[src/rtl/mips_pkg.sv]
// Shared MIPS definitions: fetch FSM state encoding, reset PC default,
// instruction-field constants and a small PC helper.
// Imported by fetch_unit.
package mips_pkg;

  // Fetch FSM state encoding
  localparam logic [1:0] StIdle = 2'd0;
  localparam logic [1:0] StReq  = 2'd1;
  localparam logic [1:0] StWait = 2'd2;
  localparam logic [1:0] StHold = 2'd3;

  localparam logic [31:0] RESET_PC_DEFAULT = 32'h0000_0000;

  // Instruction field positions
  localparam int unsigned OPCODE_MSB = 31;
  localparam int unsigned OPCODE_LSB = 26;
  localparam int unsigned RS_MSB     = 25;
  localparam int unsigned RS_LSB     = 21;
  localparam int unsigned RT_MSB     = 20;
  localparam int unsigned RT_LSB     = 16;
  localparam int unsigned FUNCT_MSB  = 5;
  localparam int unsigned FUNCT_LSB  = 0;

  // Opcodes / function codes that produce a next-PC override
  localparam logic [5:0] OPC_SPECIAL = 6'h00;
  localparam logic [5:0] OPC_J       = 6'h02;
  localparam logic [5:0] OPC_JAL     = 6'h03;
  localparam logic [5:0] FUNCT_JR    = 6'h08;

  // Sequential next PC; wraps modulo 2^32 with no flag.
  function automatic logic [31:0] pc_plus4(input logic [31:0] pc);
    return pc + 32'd4;
  endfunction

endpackage

[src/rtl/fetch_unit.sv]
// Instruction fetch unit: issues one instruction-memory request at a time,
// captures the returned word into the IF/ID register and honours next-PC
// redirects (J/JAL/JR), discarding any response already in flight.
//
// Ports:
//   clk, rst_n                       clock, asynchronous active-low reset
//   redir_valid, redir_pc            next-PC override
//   imem_req_valid/addr/ready        registered memory request channel
//   imem_rsp_valid/data              memory response (cannot be stalled)
//   ifid_valid/ir/pc4, ifid_ready    IF/ID register and decode handshake
//   fetch_misalign                   only when FETCH_MISALIGN_EN is defined
//
// Build option FETCH_MISALIGN_EN: a misaligned redirect pulses fetch_misalign
// and parks the unit in IDLE until an aligned redirect arrives. Without it the
// low two bits of redir_pc are ignored.
module fetch_unit
  import mips_pkg::*;
#(
  parameter logic [31:0] RESET_PC = RESET_PC_DEFAULT
) (
  input  logic        clk,
  input  logic        rst_n,
  input  logic        redir_valid,
  input  logic [31:0] redir_pc,
  output logic        imem_req_valid,
  output logic [31:0] imem_req_addr,
  input  logic        imem_req_ready,
  input  logic        imem_rsp_valid,
  input  logic [31:0] imem_rsp_data,
  output logic        ifid_valid,
  output logic [31:0] ifid_ir,
  output logic [31:0] ifid_pc4,
  input  logic        ifid_ready
`ifdef FETCH_MISALIGN_EN
  ,
  output logic        fetch_misalign
`endif
);

  logic [1:0]  state_q, state_d;
  logic [31:0] pc_q, pc_d;
  logic        kill_q, kill_d;
  logic        req_valid_q;
  logic        ifid_valid_q, ifid_valid_d;
  logic [31:0] ifid_ir_q, ifid_ir_d;
  logic [31:0] ifid_pc4_q, ifid_pc4_d;
  logic        rsp_pending;
  logic [31:0] redir_target;

`ifdef FETCH_MISALIGN_EN
  logic halt_q, halt_d;
  logic misalign_q, misalign_d;
  logic redir_misaligned;

  assign redir_misaligned = |redir_pc[1:0];
  assign redir_target     = redir_pc;
  assign fetch_misalign   = misalign_q;
`else
  logic unused_redir_lsb;

  assign unused_redir_lsb = ^redir_pc[1:0];
  assign redir_target     = {redir_pc[31:2], 2'b00};
`endif

  always_comb begin
    state_d      = state_q;
    pc_d         = pc_q;
    kill_d       = kill_q;
    ifid_valid_d = ifid_valid_q;
    ifid_ir_d    = ifid_ir_q;
    ifid_pc4_d   = ifid_pc4_q;
    rsp_pending  = 1'b0;
`ifdef FETCH_MISALIGN_EN
    halt_d       = halt_q;
    misalign_d   = 1'b0;
`endif

    if (ifid_ready) begin
      ifid_valid_d = 1'b0;
    end

    case (state_q)
      StIdle: begin
`ifdef FETCH_MISALIGN_EN
        state_d = halt_q ? StIdle : StReq;
`else
        state_d = StReq;
`endif
      end
      StReq: begin
        if (imem_req_ready) begin
          state_d = StWait;
        end
      end
      StWait: begin
        if (imem_rsp_valid) begin
          if (kill_q) begin
            // Response belongs to a redirected-away request: drop it.
            kill_d  = 1'b0;
`ifdef FETCH_MISALIGN_EN
            state_d = halt_q ? StIdle : StReq;
`else
            state_d = StReq;
`endif
          end else begin
            ifid_valid_d = 1'b1;
            ifid_ir_d    = imem_rsp_data;
            ifid_pc4_d   = pc_plus4(pc_q);
            pc_d         = pc_plus4(pc_q);
            // Only keep fetching if decode is draining the IF/ID register.
            state_d      = ifid_ready ? StReq : StHold;
          end
        end
      end
      StHold: begin
        if (ifid_ready) begin
          state_d = StReq;
        end
      end
      default: state_d = StIdle;
    endcase

    // Redirect overrides everything above. If a response is still owed by
    // memory, wait for it (flagged for discard) so only one is ever in flight.
    if (redir_valid) begin
      rsp_pending  = ((state_q == StWait) && !imem_rsp_valid) ||
                     ((state_q == StReq) && imem_req_ready);
      ifid_valid_d = 1'b0;
      kill_d       = rsp_pending;
      pc_d         = redir_target;
      state_d      = rsp_pending ? StWait : StReq;
`ifdef FETCH_MISALIGN_EN
      halt_d     = redir_misaligned;
      misalign_d = redir_misaligned;
      if (redir_misaligned) begin
        pc_d    = pc_q;
        state_d = rsp_pending ? StWait : StIdle;
      end
`endif
    end
  end

  always_ff @(posedge clk or negedge rst_n) begin
    if (!rst_n) begin
      state_q      <= StIdle;
      pc_q         <= RESET_PC;
      kill_q       <= 1'b0;
      req_valid_q  <= 1'b0;
      ifid_valid_q <= 1'b0;
      ifid_ir_q    <= 32'h0;
      ifid_pc4_q   <= 32'h0;
    end else begin
      state_q      <= state_d;
      pc_q         <= pc_d;
      kill_q       <= kill_d;
      req_valid_q  <= (state_d == StReq);
      ifid_valid_q <= ifid_valid_d;
      ifid_ir_q    <= ifid_ir_d;
      ifid_pc4_q   <= ifid_pc4_d;
    end
  end

`ifdef FETCH_MISALIGN_EN
  always_ff @(posedge clk or negedge rst_n) begin
    if (!rst_n) begin
      halt_q     <= 1'b0;
      misalign_q <= 1'b0;
    end else begin
      halt_q     <= halt_d;
      misalign_q <= misalign_d;
    end
  end
`endif

  // pc_q only changes alongside a state update, so in REQ it is the address.
  assign imem_req_valid = req_valid_q;
  assign imem_req_addr  = pc_q;
  assign ifid_valid     = ifid_valid_q;
  assign ifid_ir        = ifid_ir_q;
  assign ifid_pc4       = ifid_pc4_q;

endmodule

[config.mk]
export PLATFORM = sky130hd
export DESIGN_NAME = fetch_unit
export DESIGN_NICKNAME = d
export VERILOG_FILES = /design/src/rtl/mips_pkg.sv /design/src/rtl/fetch_unit.sv
export SDC_FILE = /design/constraint.sdc
export NUM_CORES = 1
export LEC_CHECK = 0
export CAP_MARGIN = 25
export CORE_MARGIN = 2
export CORE_UTILIZATION = 40
export CTS_CLUSTER_DIAMETER = 150
export DETAILED_ROUTE_END_ITERATION = 10
export GPL_TIMING_DRIVEN = 0
export HOLD_SLACK_MARGIN = 0.15
export PLACE_DENSITY_LB_ADDON = 0.25
export SYNTH_ARGS = -nofsm -noshare
export SYNTH_HDL_FRONTEND = slang
export SYNTH_SLANG_ARGS = --single-unit
export TNS_END_PERCENT = 100
[constraint.sdc]
create_clock -name clk -period 1.9 [get_ports clk]
set_clock_uncertainty 0.2 [all_clocks]
set_input_delay 0.285 -clock clk [delete_from_list [all_inputs] [get_ports clk]]
set_output_delay 0.285 -clock clk [all_outputs]
set_load 0.1 [all_outputs]
==> flow_metrics.tcl, run 1 <==
set metrics [dict create \
    outcome "complete, but fails checks" \
    violations "setup timing" \
    path_max_fanout 8 \
    synth_xor_area_frac 0.106 \
    yosysTopAreaCell "dfrtp_1" \
    fmax_mhz 516 \
    cp.arrival_ns 2.00 \
    synth_mux_area_frac 0.00489 \
    final_area_um2 7740 \
    cp_top_family "simple AND/OR/NAND/NOR gates" \
    synth.top_cells.by_count "nand2_1 (171), dfrtp_1 (97), o21ai_0 (56), xor2_1 (30), xnor2_1 (26)" \
    route.met2.wl_um 7000 \
    highest_layer "met4" \
    crit_required_ns 1.96 \
    setup-violations-final 14 \
    antenna_found_initial 0 \
    worst-path-buf-inv 2 \
    fin_ws_ns -0.0397 \
    finalHoldViolCount 0 \
    place_area_um2 6710 \
    cts_tree "built" \
    grt_usage 0.225 \
    htreeDepth 3 \
    critPathCaptureType "register" \
    grt_overflow_total 0 \
    synth_top_family_by_area "simple AND/OR/NAND/NOR gates" \
    maxSlewHeadroom 0.578 \
    cellPowerDensity_nw_per_um2 1740 \
    routabilityCongestion 0.796 \
    drt_iter0_markers 235 \
    grt_max_degree 52 \
    tightest_slew_ns 0.633 \
    final_util 0.684 \
    wl_met1_um 6100 \
    rsz0062_at_grt "true" \
    io_buffers 160 \
    max_stage_delay_ns 0.41 \
    dr_wl_met3_um 1170 \
    routed_wl_um 14400 \
    cts-buffers-inserted 9 \
    worstSkewPairLatency_ns 0.34 \
    async_flop_share 1.00 \
    die_area_um2 12400 \
    crit_path_start_kind "register" \
    min_path_type "in -> reg" \
    synth_most_common_cell "nand2_1" \
    area_growth_syn_to_layout_pct 68.0 \
    crit_type "reg -> reg" \
    period_needed_ns 1.94 \
    synth_area_um2 4610 \
    yosys.area.top_type_share 0.527 \
    finalMaxSlewViolations 0 \
    yosys.area_share.simple 0.247 \
    synth_compound_area_frac 0.0741 \
    synth_fa_ha_area_frac 0.00272 \
    synth-edff-count 0 \
    syn_area_per_cell_um2 8.91 \
    whs_ns 0.207 \
    drc 0 \
    fin_nets 804 \
    fin_setup_tns_ns -0.276 \
    num_rows 39 \
    drv_cap 0 \
    yosysSeqAreaShare 0.527 \
    slowest_stage "dfrtp_4" \
    vias 4453 \
    die_x_um 111 \
    wl_per_cell_um 16.4 \
    drive_gt1_frac 0.340 \
    p_leak_uw 0.00337 \
    post-route-period-util 1.02 \
    synth.area.top_cells "dfrtp_1 (53%), nand2_1 (14%), o21ai_0 (6.1%), xor2_1 (5.7%), xnor2_1 (4.9%)" \
    crit_start "imem_req_addr[10]" \
    r2r_start "imem_req_addr[10]" \
    start_util 0.407 \
    vias_per_cell 5.05 \
    ys_seq_elements 97 \
    hold_start "imem_rsp_valid" \
    grt_pass1_wl_um 22700 \
    yosys_warnings 0 \
    cts_root_buf "clkbuf_16" \
    top_level_ports 168 \
    hpwl_um 9740 \
    diodes 0 \
    synth_flop_cell "dfrtp_1" \
    cts.path.max_buffers 2 \
    clk_pin_slew_worst_paths_ns 0.06 \
    die_h_um 111 \
    core_um2 11300 \
    ant_nets 0 \
    syn_inst 517 \
    synth.distinct_cells 37 \
    firstDrtPassIters 5 \
    grt_pass1_vias 4476 \
    cp_cell_sequence "buf_6 -> nand4_4 -> nor4_4 -> buf_6 -> nand4_4 -> or3_1 -> a31oi_1" \
    total_power_uw 13500 \
    cts_sinks 97 \
    max-vdd-ir-drop_mv 1.62 \
]
==> cell type report <==
| class | count | area (um2) |
|---|---|---|
| Buffer | 34 | 285 |
| Clock buffer | 12 | 256 |
| Clock inverter | 4 | 51.3 |
| Fill cell | 905 | 3580 |
| Inverter | 3 | 11.3 |
| Multi-Input combinational cell | 386 | 2380 |
| Sequential cell | 97 | 2510 |
| Tap cell | 143 | 179 |
| Timing Repair Buffer | 202 | 2060 |
==> sequential cells by signal, indices dropped and copies added, names as in the netlist <==
name and flops:
ifid_pc4 30, imem_req_addr 30, ifid_valid 1, ifid_ir 32, state_q 2, imem_req_valid 1, kill_q 1
==> layer usage <==
metal	vias to the layer above	global-route usage
li1	2129	-
met1	2150	0.293
met2	159	0.368
met3	15	0.0729
met4	0	0.0560
met5	-	0
==> worst reg2reg max path, delay by kind of cell, from the launching register on <==
kind,cells,cell delay (ns)
AO/OA/AOI/OAI,1,0.16
buffers and inverters,2,0.30
flip-flops,1,0.41
AND/OR/NAND/NOR,4,0.80
==> final timing paths <==
kind | to | slack, ns | cells past startpoint
worst max-delay path | imem_req_addr[19] | -0.04 | 7
worst min-delay path | state_q[0] | 0.21 | 3
worst max register to register | imem_req_addr[19] | -0.04 | 7
worst min register to register | ifid_ir[13] | 0.28 | 2
max in group asynchronous | imem_req_addr[3] | 0.51 | 3
min in group asynchronous | ifid_pc4[9] | 0.30 | 2
==> metrics by stage <==
stage | std cells | setup slack (ns)
floorplan | 520 | -0.333
global placement | 823 | -3.98
detailed placement | 824 | -1.09
CTS | 862 | -0.0911
global route | 881 | -0.156
finish | 881 | -0.0397
==> cell families (layout without fill, tap and decap cells) <==
| family | after synthesis | count (layout) |
|---|---|---|
| AOI/OAI and AO/OA | 66 | 66 |
| adders and majority gates | 1 | 1 |
| and+or+nand+nor | 255 | 257 |
| xor gates and xnor gates | 56 | 56 |
| other | 1 | 4 |
| muxes | 2 | 2 |
| buffers and inverters | 39 | 255 |
| DFF | 97 | 97 |
==> what timing repair did <==
item | CTS | global route
endpoints found under the setup margin | 185 | 98
hold buffers | 1 | 0
buffers inserted | 21 | 19
gates cloned | 1 | 2
resized for setup | 337 | 67
pin swaps | 12 | 26
hold endpoints to repair | 46 | 0
==> power breakdown <==
group | switching (uW) | total [uW] | internal, uW
clock | 778 | 1870 | 1090
sequential | 538 | 3390 | 2860
combinational | 6540 | 8220 | 1690
==> cells in the final DEF, fill, tap and decap left out, drive strengths merged, types with 2 or more instances in the layout <==
cell type        n
clkbuf          27
nand3           19
clkdlybuf4s15   85
mux2             2
dfrtp           97
clkdlybuf4s18    4
clkinv           2
buf             66
nand4           19
nand2          171
inv              3
nor4             4
and2             2
o21ai           57
clkdlybuf4s50   64
or3              3
a21oi            5
conb             4
xor2            30
and3             7
xnor2           26
nor3             7
nor2            20
Note: power is estimated with default switching activity, not from simulation.
==> run 2, diff against run 1 <==
CTS_CLUSTER_DIAMETER = 100   (was 150)
SLEW_MARGIN = 20   (was default)
==> run 2 against run 1 <==
  * Sequential share of layout area fell by 0.80 points
  * Clock power barely moved
  * The flow still finishes with violations (setup timing)
  * Largest power group unchanged
  * Power barely moved
  * Fmax fell by 2.2%
  * Clock-buffer cell count did not move
  * Wire length rose by 3.0%
  * Critical path type unchanged
  * Die area did not move
  * Non-clock buffer count rose by 17
  * Highest routed layer unchanged
==> flow_metrics.tcl, run 2 (synthesis results as in run 1) <==
set metrics [dict create \
    num_rows 39 \
    fin_setup_tns_ns -0.584 \
    cellPowerDensity_nw_per_um2 1700 \
    grt_max_degree 52 \
    p_int_uw 5660 \
    cp.arrival_ns 2.04 \
    path_max_fanout 8 \
    htreeDepth 3 \
    grt_pass1_vias 4449 \
    fin_ws_ns -0.0831 \
    outcome "complete, but fails checks" \
    cts_root_buf "clkbuf_16" \
    place_area_um2 6710 \
    finalMaxSlewViolations 0 \
    setup-violations-final 16 \
    clkPwrFrac 0.136 \
    routabilityCongestion 0.796 \
    top_level_ports 168 \
    finalHoldViolCount 0 \
    vias 4540 \
    drt_iter0_markers 221 \
    drv_cap 0 \
    hpwl_um 9710 \
    max_stage_delay_ns 0.44 \
    cts-buffers-inserted 9 \
    cp_cell_sequence "buf_6 -> nand3_4 -> nor4_4 -> buf_6 -> nand4_4 -> or3_1 -> a31oi_1" \
    grtUsageMet1 0.299 \
    area_growth_syn_to_layout_pct 72.3 \
    grtUsageMet3 0.0686 \
    clk_pin_slew_worst_paths_ns 0.07 \
    maxSlewHeadroom 0.612 \
    start_util 0.407 \
    max-vdd-ir-drop_mv 1.60 \
    violations "setup timing" \
    seq_power_share 0.250 \
    tightest_slew_ns 0.584 \
    crit_path_start_kind "register" \
    io_buffers 160 \
    final_area_um2 7940 \
    slowest_stage "dfrtp_4" \
    final_cell_mix "nand2_1 (166), clkdlybuf4s15_2 (86), dfrtp_1 (68)" \
    firstDrtPassIters 4 \
    cts.path.max_buffers 2 \
    total_power_uw 13500 \
    drive_gt1_frac 0.359 \
    use_met2 0.369 \
    post-route-period-util 1.04 \
    grt_usage 0.227 \
    antenna_found_initial 0 \
    wl_per_cell_um 16.6 \
    die_area_um2 12400 \
    grt_overflow_total 0 \
    worstSkewPairLatency_ns 0.34 \
    whs_ns 0.255 \
    ant_nets 0 \
    cts_tree "built" \
    fin_nets 820 \
    min_path_type "in -> async" \
    p_sw_uw 7840 \
    critPathCaptureType "register" \
    drc 0 \
    routed_wl_um 14900 \
    crit_type "reg -> reg" \
    crit_required_ns 1.95 \
    diodes 0 \
    die_h_um 111 \
    grt_pass1_wl_um 22800 \
    rsz0062_at_grt "true" \
    p_leak_uw 0.00349 \
    vias_per_cell 5.07 \
    cts_sinks 97 \
    crit_top_cell "buf_6" \
    final_common_cell "nand2_1" \
    grt_busiest_layer "met2" \
    largest_reg_flops 32 \
    combPwrFrac 0.614 \
    switching_share 0.581 \
    period_needed_ns 1.98 \
    fmax_mhz 504 \
    die_x_um 111 \
    core_um2 11300 \
]
## run 2: worst paths after layout
kind,to,cells after the start,startpoint,slack (ns)
max,imem_req_addr[19],7,imem_req_addr[2],-0.08
min,ifid_pc4[9],2,rst_n,0.25
max reg2reg,imem_req_addr[19],7,imem_req_addr[2],-0.08
min reg2reg,ifid_ir[13],2,ifid_ir[13],0.28
max in group asynchronous,imem_req_addr[27],3,rst_n,0.62
min in group clk,ifid_ir[26],3,imem_rsp_data[26],0.27
## run 2: repair_timing
| action | 4_1_cts | 5_1_grt |
|---|---|---|
| endpoints found under the hold margin | 97 | 0 |
| hold buffers | 1 | 0 |
| pin swaps | 16 | 21 |
| setup endpoints to repair | 184 | 96 |
| resized for setup | 338 | 75 |
| gates cloned | 1 | 2 |
| buffers inserted | 22 | 33 |
## run 2: cell type report
| cell class | instances | area [um2] |
|---|---|---|
| Clock buffer | 12 | 256 |
| Tap cell | 143 | 179 |
| Buffer | 35 | 284 |
| Multi-Input combinational cell | 385 | 2400 |
| Inverter | 3 | 11.3 |
| Clock inverter | 3 | 40.0 |
| Timing Repair Buffer | 218 | 2260 |
| Fill cell | 856 | 3380 |
| Sequential cell | 97 | 2510 |
## run 2: metal layers
metal	up-vias	routed length (um)
met5	-	0
met4	0	213
met3	21	1120
met2	157	7210
met1	2207	6310
li1	2155	-
## run 2: power groups by stage
stage / combinational (uW) / clock, uW / sequential [uW]
2_1_floorplan: 929 / 0 / 8650
3_3_place_gp: 8170 / 0 / 3360
3_5_place_dp: 8240 / 0 / 3400
4_1_cts: 8140 / 1890 / 3380
5_1_grt: 8560 / 1970 / 3480
6_report: 8280 / 1840 / 3380
## run 2: metrics by stage
stage	utilization	instances	setup slack, ns
2_1_floorplan	-	520	-0.333
3_3_place_gp	0.590	823	-3.98
3_5_place_dp	0.593	824	-1.09
4_1_cts	0.666	863	-0.0976
5_1_grt	0.701	896	-0.172
6_report	0.701	896	-0.0831
## run 2: worst max-delay path: cells and delay by family (launching register included)
family                 cells  cell delay (ns)
AND/OR/NAND/NOR            4             0.77
flip-flops                 1             0.44
buffers and inverters      2             0.30
AO/OA/AOI/OAI              1             0.18
==> run 3, diff against run 2 <==
CORE_UTILIZATION = 35   (was 40)
GPL_ROUTABILITY_DRIVEN = 1   (was default)
==> run 3 against run 2 <==
  * The flow still finishes with violations (setup timing)
  * Register-to-register slack worse by 0.04 ns
  * Utilization down 10 points
  * Setup slack got worse by 0.041 ns
  * Wire length down 2.5%
  * Die area up 14%
==> flow_metrics.tcl, run 3 (synthesis results as in run 1) <==
set metrics [dict create \
    nFillCells 1177 \
    place_ws_ns -1.20 \
    period_needed_ns 2.02 \
    grt_overflow_total 0 \
    min_path_type "in -> async" \
    max-vdd-ir-drop_mv 1.25 \
    routabilityCongestion 0.816 \
    grt_max_degree 71 \
    final_cell_mix "nand2_1 (168), clkdlybuf4s15_2 (83), dfrtp_1 (68)" \
    largest_reg_flops 32 \
    fmax_mhz 494 \
    cp_cell_sequence "buf_6 -> nand4_4 -> nor4_4 -> buf_6 -> nand4_4 -> or3_1 -> a31oi_1" \
    cts_root_buf "clkbuf_16" \
    num_rows 41 \
    final_common_cell "nand2_1" \
    dp.cells 853 \
    die_x_um 119 \
    fin_ws_ns -0.124 \
    grt_pass1_wl_um 23200 \
    tightest_slew_ns 0.591 \
    drc 0 \
    crit_path_start_kind "register" \
    r2r_start "imem_req_addr[10]" \
    firstDrtPassIters 5 \
    cts-buffers-inserted 9 \
    total_power_uw 13400 \
    core_um2 12700 \
    violations "setup timing" \
    outcome "complete, but fails checks" \
    antenna_found_initial 0 \
    critPathCaptureType "register" \
    drive_gt1_frac 0.322 \
    drt_iter0_markers 258 \
    top_level_ports 168 \
    r2r_slack_ns -0.12 \
    finalHoldViolCount 0 \
    htreeDepth 3 \
    routed_wl_um 14500 \
    hpwl_um 10100 \
    area_growth_syn_to_layout_pct 66.0 \
    vias 4409 \
    max_stage_delay_ns 0.41 \
    slowest_stage "dfrtp_4" \
    crit_required_ns 1.96 \
    cellPowerDensity_nw_per_um2 1750 \
    finalMaxSlewViolations 0 \
    layoutNonFillerInstCount 905 \
    crit_type "reg -> reg" \
    p_leak_uw 0.00332 \
    ant_nets 0 \
    die_area_um2 14100 \
    cp_top_family "simple AND/OR/NAND/NOR gates" \
    regToRegEndpoint "imem_req_addr[19]" \
    grt_pass1_vias 4470 \
    io_buffers 160 \
    post-route-period-util 1.07 \
    start_util 0.362 \
    die_h_um 119 \
    path_max_fanout 7 \
    cp.arrival_ns 2.09 \
    clk_pin_slew_worst_paths_ns 0.07 \
    diodes 0 \
    rsz0062_at_grt "true" \
    drv_cap 0 \
    vias_per_cell 4.87 \
    cts_tree "built" \
    maxSlewHeadroom 0.608 \
    grt_usage 0.209 \
    wl_per_cell_um 16.0 \
    r2r_cells 7 \
    worstSkewPairLatency_ns 0.35 \
    worst-path-buf-inv 2 \
    cts.path.max_buffers 2 \
    cts_sinks 97 \
    setup-violations-final 20 \
    fin_nets 799 \
]
run 3: worst max-delay path by stage:
stage,start,to,slack [ns],cells after the start
6_report,imem_req_addr[10],imem_req_addr[19],-0.12,7
5_1_grt,imem_req_addr[10],imem_req_addr[19],-0.22,7
4_1_cts,imem_req_addr[2],imem_req_addr[19],-0.13,7
3_5_place_dp,imem_rsp_valid,ifid_pc4[2],-1.20,6
3_3_place_gp,rst_n,imem_req_addr[24],-4.00,1
2_1_floorplan,imem_req_addr[6],imem_req_addr[19],-0.33,6
run 3: report_power, final:
part           total, uW  internal, uW  switching, uW
Clock               1820          1050            769
Sequential          3380          2860            521
Combinational       8160          1630           6530
run 3: repair_timing:
action / in CTS / in global routing
pin swaps: 8 / 21
endpoints found under the hold margin: 97 / 0
hold buffers: 1 / 0
gates cloned: 1 / 0
setup endpoints to repair: 183 / 94
setup buffers: 14 / 23
gates resized for setup: 327 / 50
run 3: worst register-to-register path: stages (launching register included):
cell and delay, ns:
dfrtp_4 0.41, buf_6 0.12, nand4_4 0.12, nor4_4 0.30
buf_6 0.17, nand4_4 0.07, or3_1 0.37, a31oi_1 0.16
run 3: layout make-up:
| class | count | area [um2] | share of cell area |
|---|---|---|---|
| plain buffers | 33 | 248 | 0.0324 |
| clock buffers | 13 | 250 | 0.0327 |
| clock inverters | 3 | 40.0 | 0.00523 |
| inverters | 3 | 11.3 | 0.00147 |
| multi-input cells | 384 | 2320 | 0.304 |
| flip-flops and latches | 97 | 2510 | 0.329 |
| well taps | 172 | 215 | 0.0281 |
| repair buffers | 200 | 2050 | 0.268 |
run 3: per-layer routing:
layer  routed length [um]  vias to the layer above  track usage
met5                    0                        -            0
met3                 1290                       12       0.0782
li1                     -                     2127            -
met2                 6850                      160        0.330
met4                  199                        0       0.0818
met1                 6140                     2110        0.260
run 3: metrics by stage:
stage                     instance area, um2   util  hold WS (ns)  TNS, ns
after floorplan                         4900      -        -0.211    -7.87
after global placement                  6720  0.528         0.257  -420.15
after detailed placement                6750  0.530       -0.0284   -85.18
after CTS                               7440  0.585         0.165   -0.821
after global routing                    7650  0.601         0.195    -4.09
final                                   7650  0.601         0.180    -1.39
